`src/rtl/cpu_mem_bus.sv`:
```
// CPU-side memory bus controller: sequences one access per 4-clk M-cycle to HRAM,
// the IE register or the external bus, with OAM DMA blocking of external accesses.
module cpu_mem_bus (
    input  logic        clk,
    input  logic        reset,
    input  logic [1:0]  t_cycle,
    input  logic        mem_enable,
    input  logic        mem_write,
    input  logic [15:0] mem_addr,
    input  logic [7:0]  mem_data_write,
    output logic [7:0]  mem_data_read,
    output logic [15:0] ext_addr,
    output logic        ext_rd,
    output logic        ext_wr,
    output logic [7:0]  ext_data_out,
    input  logic [7:0]  ext_data_in,
    input  logic        dma_active,
    output logic [4:0]  ie_out
);

    typedef enum logic [1:0] {IDLE, ADDR, DATA, DONE} state_t;

    state_t      state;
    logic        req_write;
    logic        req_dma;
    logic [15:0] req_addr;
    logic [7:0]  req_data;
    logic [7:0]  ie_reg;
    logic [7:0]  hram [0:126];

    logic in_ext;
    logic req_ie;
    logic req_hram;
    logic req_ext;

    assign in_ext   = (mem_addr < 16'hFF80);
    assign req_ie   = (req_addr == 16'hFFFF);
    assign req_ext  = (req_addr < 16'hFF80);
    assign req_hram = !req_ext && !req_ie;
    assign ie_out   = ie_reg[4:0];

    always_ff @(posedge clk) begin
        if (reset) begin
            req_write <= 1'b0;
            req_dma   <= 1'b0;
            req_addr  <= 16'h0000;
            req_data  <= 8'h00;
        end else if (t_cycle == 2'd0) begin
            req_write <= mem_write;
            req_dma   <= dma_active;
            req_addr  <= mem_addr;
            req_data  <= mem_data_write;
        end
    end

    // Phase mismatch parks the FSM in DONE: no strobes, no commit, exit at t_cycle 3.
    always_ff @(posedge clk) begin
        if (reset) begin
            state         <= IDLE;
            mem_data_read <= 8'hFF;
            ext_rd        <= 1'b0;
            ext_wr        <= 1'b0;
            ext_addr      <= 16'h0000;
            ext_data_out  <= 8'h00;
            ie_reg        <= 8'h00;
        end else begin
            case (state)
                IDLE: begin
                    if (t_cycle == 2'd0 && mem_enable) begin
                        state <= ADDR;
                        if (in_ext && !dma_active) begin
                            ext_addr <= mem_addr;
                            if (mem_write)
                                ext_data_out <= mem_data_write;
                            else
                                ext_rd <= 1'b1;
                        end
                    end
                end
                ADDR: begin
                    if (t_cycle == 2'd1) begin
                        state <= DATA;
                        if (!req_write && !req_ext)
                            mem_data_read <= req_ie ? ie_reg : hram[req_addr[6:0]];
                        if (req_write && req_ext && !req_dma)
                            ext_wr <= 1'b1;
                    end else begin
                        state  <= (t_cycle == 2'd3) ? IDLE : DONE;
                        ext_rd <= 1'b0;
                    end
                end
                DATA: begin
                    ext_rd <= 1'b0;
                    ext_wr <= 1'b0;
                    if (t_cycle == 2'd2) begin
                        state <= DONE;
                        if (!req_write && req_ext)
                            mem_data_read <= req_dma ? 8'hFF : ext_data_in;
                        if (req_write && req_ie)
                            ie_reg <= req_data;
                    end else begin
                        state <= (t_cycle == 2'd3) ? IDLE : DONE;
                    end
                end
                DONE: begin
                    if (t_cycle == 2'd3)
                        state <= IDLE;
                end
                default: state <= IDLE;
            endcase
        end
    end

    // HRAM is deliberately left out of reset.
    always_ff @(posedge clk) begin
        if (!reset && state == DATA && t_cycle == 2'd2 && req_write && req_hram)
            hram[req_addr[6:0]] <= req_data;
    end

endmodule

```
`config.mk`:
```
export PLATFORM = sky130hd
export DESIGN_NAME = cpu_mem_bus
export DESIGN_NICKNAME = d
export VERILOG_FILES = /design/src/rtl/cpu_mem_bus.sv
export SDC_FILE = /design/constraint.sdc
export NUM_CORES = 1
export LEC_CHECK = 0
export BUFFER_PORTS_ARGS = -buffer_cell sky130_fd_sc_hd__buf_2
export CORE_ASPECT_RATIO = 0.8
export CORE_MARGIN = 2
export CORE_UTILIZATION = 40
export CTS_BUF_LIST = sky130_fd_sc_hd__clkbuf_8
export CTS_CLUSTER_SIZE = 40
export DETAILED_ROUTE_END_ITERATION = 8
export GPL_TIMING_DRIVEN = 0
export REMOVE_ABC_BUFFERS = 1
export SYNTH_ARGS = -nofsm -noshare
export SYNTH_HDL_FRONTEND = slang
export SYNTH_SLANG_ARGS = --single-unit
export TNS_END_PERCENT = 20
```
`constraint.sdc`:
```
create_clock -name clk -period 6.6 [get_ports clk]
set_clock_uncertainty 0.1 [all_clocks]
set_input_delay 0.99 -clock clk [delete_from_list [all_inputs] [get_ports clk]]
set_output_delay 0.99 -clock clk [all_outputs]
set_load 0.05 [all_outputs]
```
Word-level counts from Yosys, hierarchy flattened
Memories as Yosys holds them, arrays and structs flattened. A register that Yosys moved wholly into a read port is not among the register bits.
Cells that the tools add are included.
Operators by class
  add/subtract/negate cells: 0
  multipliers: 0
  div/mod/pow operators: 0
  order comparisons: 2
  eq/ne operators: 17
  shift-type cells: 0
  multiplexer cells: 25
  bitwise logic cells: 0
  reductions and logical operators: 29
Operator list (number)
  $mux W8: 6
  $lt A16 B16 Y1 const B: 2
  $ne A2 B2 Y1 const B: 10
  $eq A16 B16 Y1 const B: 1
  $pmux W8 S2: 1
  $mux W7: 2
  $logic_and A1 B1 Y1: 12
  $mux W2: 5
  $reduce_and A5 Y1: 2
  $reduce_and A3 Y1: 3
  $eq A2 B2 Y1 const B: 4
  $mux W1: 8
  $pmux W2 S4: 1
  $logic_not A1 Y1: 6
  $eq A2 B1 Y1 const B: 2
  $logic_not A2 Y1: 2
  $reduce_and A4 Y1: 1
  $pmux W1 S3: 1
  $reduce_bool A3 Y1: 1
  $pmux W1 S2: 1
  $reduce_and A2 Y1: 1
  $reduce_bool A2 Y1: 1
Word-level totals
  flip-flop bits (word level): 70
  latch bits: 0
  memory bits (writable): 1016
  memory bits (read-only): 0
  bits of input ports: 39
  output and inout bits: 39
  logic and storage cells: 85
  memories kept: 1
Memory list
  hram: words 127, width 8, read ports 1, clocked after Yosys merged registers in 1, write ports 1, line 29  | logic [7:0] hram [0:126];

Longest topological paths before layout
  depth in word-level cells: 7
  mapped depth: 11
  depth with buffers taken out: 8

Worst setup path before layout
No wires, ideal clock.
  path kind: input -> register
  start point: input port t_cycle[0]
  end point: memory hram[75][0], enable pin
  setup time: 370 ps
  arrival: 2434 ps
  required time: 6130 ps
  setup slack: 3695 ps
  cell stages on the path: 7
  path buffers: 1
  path through: inv_1 > nand4_1 > nor4b_1 > and2_1 > nand2_1 > buf_2 > nor2_1
On the way
  longest elaborated chain between the ends: 6
RTL lines
  start, declared: line 6  | input logic [1:0] t_cycle,
  $eq A2 B2 Y1: line 116  | if (!reset && state == DATA && t_cycle == 2'd2 && req_write && req_hram)
  $logic_and A1 B1 Y1 (3 in a row): line 116
  $mux W1: line 116
  $mux W1 (not written as such): line 117  | hram[req_addr[6:0]] <= req_data;
  end, declared: line 29
Every way passes these cells.

Worst setup path in the final report
  start point: register state[0]
  end point: memory hram[101][5], enable pin
On the way
  longest elaborated chain between the ends: 7
RTL lines
  start, declared: line 23  | state_t state;
  start signal, assigned: line 88  | state <= (t_cycle == 2'd3) ? IDLE : DONE;
  start signal, assigned: line 102  | state <= (t_cycle == 2'd3) ? IDLE : DONE;
  $eq A2 B2 Y1: line 116
  $logic_and A1 B1 Y1 (4 in a row): line 116
  $mux W1: line 116
  $mux W1 (not written as such): line 117
Every way passes these cells.

==> key figures <==
Timing
  • Minimum clock period: 4.72 ns
  • Unrepaired setup endpoints after global routing: false
  • Max-slew violations: 0
  • Relative slew margins: 0.000987
  • Fmax: 212 MHz
  • Final setup viols: 0
  • Final setup TNS: 0 ns
  • Hold WS: around 0.32 ns
  • Measured slew at the worst slew-check pin: ~1.5 ns
  • Fin crit share: 0.715
  • Final Hold Fails: 0

Layout
  • P&R area growth vs syn: 11.6%
  • Largest register FFs: ~1000
  • Fill count: about 9000
  • Nets: around 2600
  • Design Area, Final: 48200 um2
  • Layout cells sized above 1: 0.171
  • Non-Filler Instances: 4075

Floorplan
  • Die Footprint: ~110000 um2
  • Core area: 107000 um2
  • Io pins: 78
  • Rows: about 110
  • Chip Height: 298 um
  • Die Width: between 300 and 400 um
  • Initial core utilization: 0.405

GRT
  • Vias in the first global route: 23100
  • All-Layer GR Usage: 0.192
  • Largest net degree at the start of global routing: 89
  • Initial antenna violation count: 4
  • First-pass GRT wire length: 156 mm
  • Total global routing overflow: 0

Worst setup path
  • Worst-path cell chain: inv_1, ha_1, nand4_1, nor4b_1, and2_1, nand2_1, nor2_1
  • Slowest library cell on the worst path: nor2_1
  • Critical Path Max Stage Delay: 1.05 ns
  • R2r setup slk: 1.88 ns
  • CP Launch Point: state[0]
  • CP Class: reg -> reg
  • CP endpoint: hram[101][5]
  • CP Launch Type: flip-flop
  • R2R Path Start: state[0]
  • WP data arrival: 5.04 ns
  • CP Max Fanout: 16
  • Worst reg-to-reg path cell count: 7
  • Worst path required time: between 6 and 7 ns
  • Terminus of the critical flop-to-flop path: hram[101][5]
  • Worst Setup End Kind: flip-flop

Logic synthesis
  • Synth top area share: 0.707
  • Synth Register Bits: around 1100
  • Post-synth EDFFs: approximately 1000
  • Synth Cell Area: ~43000 um2
  • Synth async-reset ratio: 0
  • Synth unique cells: 60
  • Top FF cell, synth: edfxtp_1
  • Count leader, synth: edfxtp_1
  • Sequential area share after synthesis: 0.742
  • Most instantiated cells after synthesis: 1016 x edfxtp_1, 258 x mux2i_1, 186 x nor2_1, 119 x mux4_2, 100 x o221ai_1
  • Yosys warns: 0
  • Main area contributors after synthesis: edfxtp_1 71%, mux4_2 6.2%, mux2i_1 6.0%
  • Syn Inst Count: about 2400
  • Area leader, netlist: edfxtp_1
  • Mean post-synth cell area: 18.0 um2

Clock network
  • # H-tree levels: 4
  • CTS-repair resized insts: 0
  • CTS tree: done
  • CTS sink cnt: 1093
  • Worst-skew pair later-pin latency: 0.81 ns
  • Clock tree buffer depth: 3
  • CTS root buf: clkbuf_8
  • Total CTS buffers: 169
  • Clk pin slew, worst setup/hold paths: 0.06 ns
  • Hold_buf cts: 0
  • Post-CTS Setup Bufs: 0

Place
  • DP Wirelength: 64.8 mm
  • Placed Instances: 3769
  • GPL Wtd Cong: 0.838
  • I/O Buffers: 77
  • DP Area: 45100 um2

Outcome
  • Failing checks: max-capacitance violations
  • Outcome: complete, but fails checks

Drt
  • Wirelength per Cell: 26.3 um
  • Final ANT Viol Nets: 0
  • 1st-pass router iterations: 5
  • Via count: 23200
  • # DRC: 0
  • Final wirelength: 107 mm
  • Via density: 5.70
  • DR iter-0 viols: between 2000 and 3000

Min path
  • Min-delay worst type: in -> reg
  • Hold path depth: 3

Power
  • Overall Power: 13.5 mW
  • Static leakage: 14.9 nW
  • Max IR drop VDD: between 0.15 and 0.2 mV
  • P per Cell Area: 279 nW/um2

Run
  • Maxcap violations: 2
worst max-delay path, delay by kind of cell (launching register included):
kind	cells	cell delay [ns]
flip-flops	1	0.33
AND/OR/NAND/NOR	5	3.09
adder cells (fa/ha/maj)	1	0.67
buffers and inverters	1	0.13
placed cells by master (no fill, tap or decap), types with 3 or more instances in the layout:
| cell type | netlist | layout |
|---|---|---|
| mux4_2 | 119 | 119 |
| o311ai_0 | 8 | 8 |
| nand2_2 | 0 | 4 |
| a21oi_1 | 92 | 92 |
| nor2b_1 | 24 | 24 |
| edfxtp_1 | 1016 | 1016 |
| bufinv_16 | 0 | 4 |
| buf_16 | 0 | 20 |
| nor3_1 | 25 | 25 |
| a31oi_1 | 7 | 7 |
| buf_2 | 28 | 77 |
| o211ai_1 | 7 | 7 |
| a22oi_1 | 7 | 7 |
| nand2b_1 | 15 | 14 |
| o31ai_1 | 14 | 14 |
| dfxtp_4 | 0 | 12 |
| inv_1 | 9 | 64 |
| a211oi_1 | 36 | 36 |
| ha_1 | 5 | 5 |
| clkinv_2 | 0 | 17 |
| clkinvlp_4 | 0 | 3 |
| inv_6 | 0 | 3 |
| nor2_1 | 186 | 185 |
| o22ai_1 | 32 | 32 |
| o221ai_1 | 100 | 100 |
| diode_2 | 0 | 3 |
| mux4_1 | 25 | 25 |
| or3_1 | 3 | 3 |
| nand4_1 | 11 | 11 |
| o21ai_0 | 35 | 35 |
| nor3b_1 | 3 | 3 |
| clkbuf_8 | 0 | 179 |
| nand3_1 | 9 | 8 |
| mux2i_1 | 258 | 258 |
| dfxtp_1 | 77 | 64 |
| nand2_1 | 91 | 87 |
| clkinv_1 | 0 | 41 |
logic make-up after synthesis:
kind of cell	synth area share
AOI/OAI and AO/OA	0.0564
adders and majority gates	0.00145
buffers and inverters	0.0222
DFF	0.742
muxes	0.137
and+or+nand+nor	0.0405
area by class of cell:
type / instances / area, um2 / area share
repair buffers: 101 / 998 / 0.0207
clock buffers: 179 / 2460 / 0.0511
inverters: 10 / 37.5 / 0.000779
well taps: 1417 / 1770 / 0.0368
multi-input cells: 1148 / 10200 / 0.211
clock inverters: 124 / 626 / 0.0130
flip-flops and latches: 1093 / 32100 / 0.666
diodes: 3 / 7.51 / 0.000156
per-layer routing:
metal,global-route usage,wire length (um),vias to the layer above
met1,0.275,46700,12000
li1,-,-,10000
met5,0,0,-
met4,0.0501,2090,0
met2,0.293,49300,1011
met3,0.0466,8930,175
power by group:
part           internal [mW]  switching (mW)
registers               7.56          0.0857
logic                  0.215           0.393
clock network           2.66            2.55
worst min path at each step:
stage,from,end,slack (ns)
after floorplan,req_addr[14],req_addr[14],0.33
after global placement,req_addr[10],req_addr[10],0.35
after detailed placement,req_addr[8],req_addr[8],0.35
after CTS,mem_data_write[0],req_data[0],0.26
after global routing,mem_data_write[0],req_data[0],0.30
final,mem_data_write[0],req_data[0],0.32
metrics by stage:
| stage | util | setup WS, ns |
|---|---|---|
| 2_1_floorplan | - | -8.60 |
| 3_3_place_gp | 0.416 | -15.66 |
| 3_5_place_dp | 0.423 | 1.73 |
| 4_1_cts | 0.452 | 1.86 |
| 5_1_grt | 0.452 | 1.71 |
| 6_report | 0.452 | 1.88 |
(Power assumes the default switching activity.)
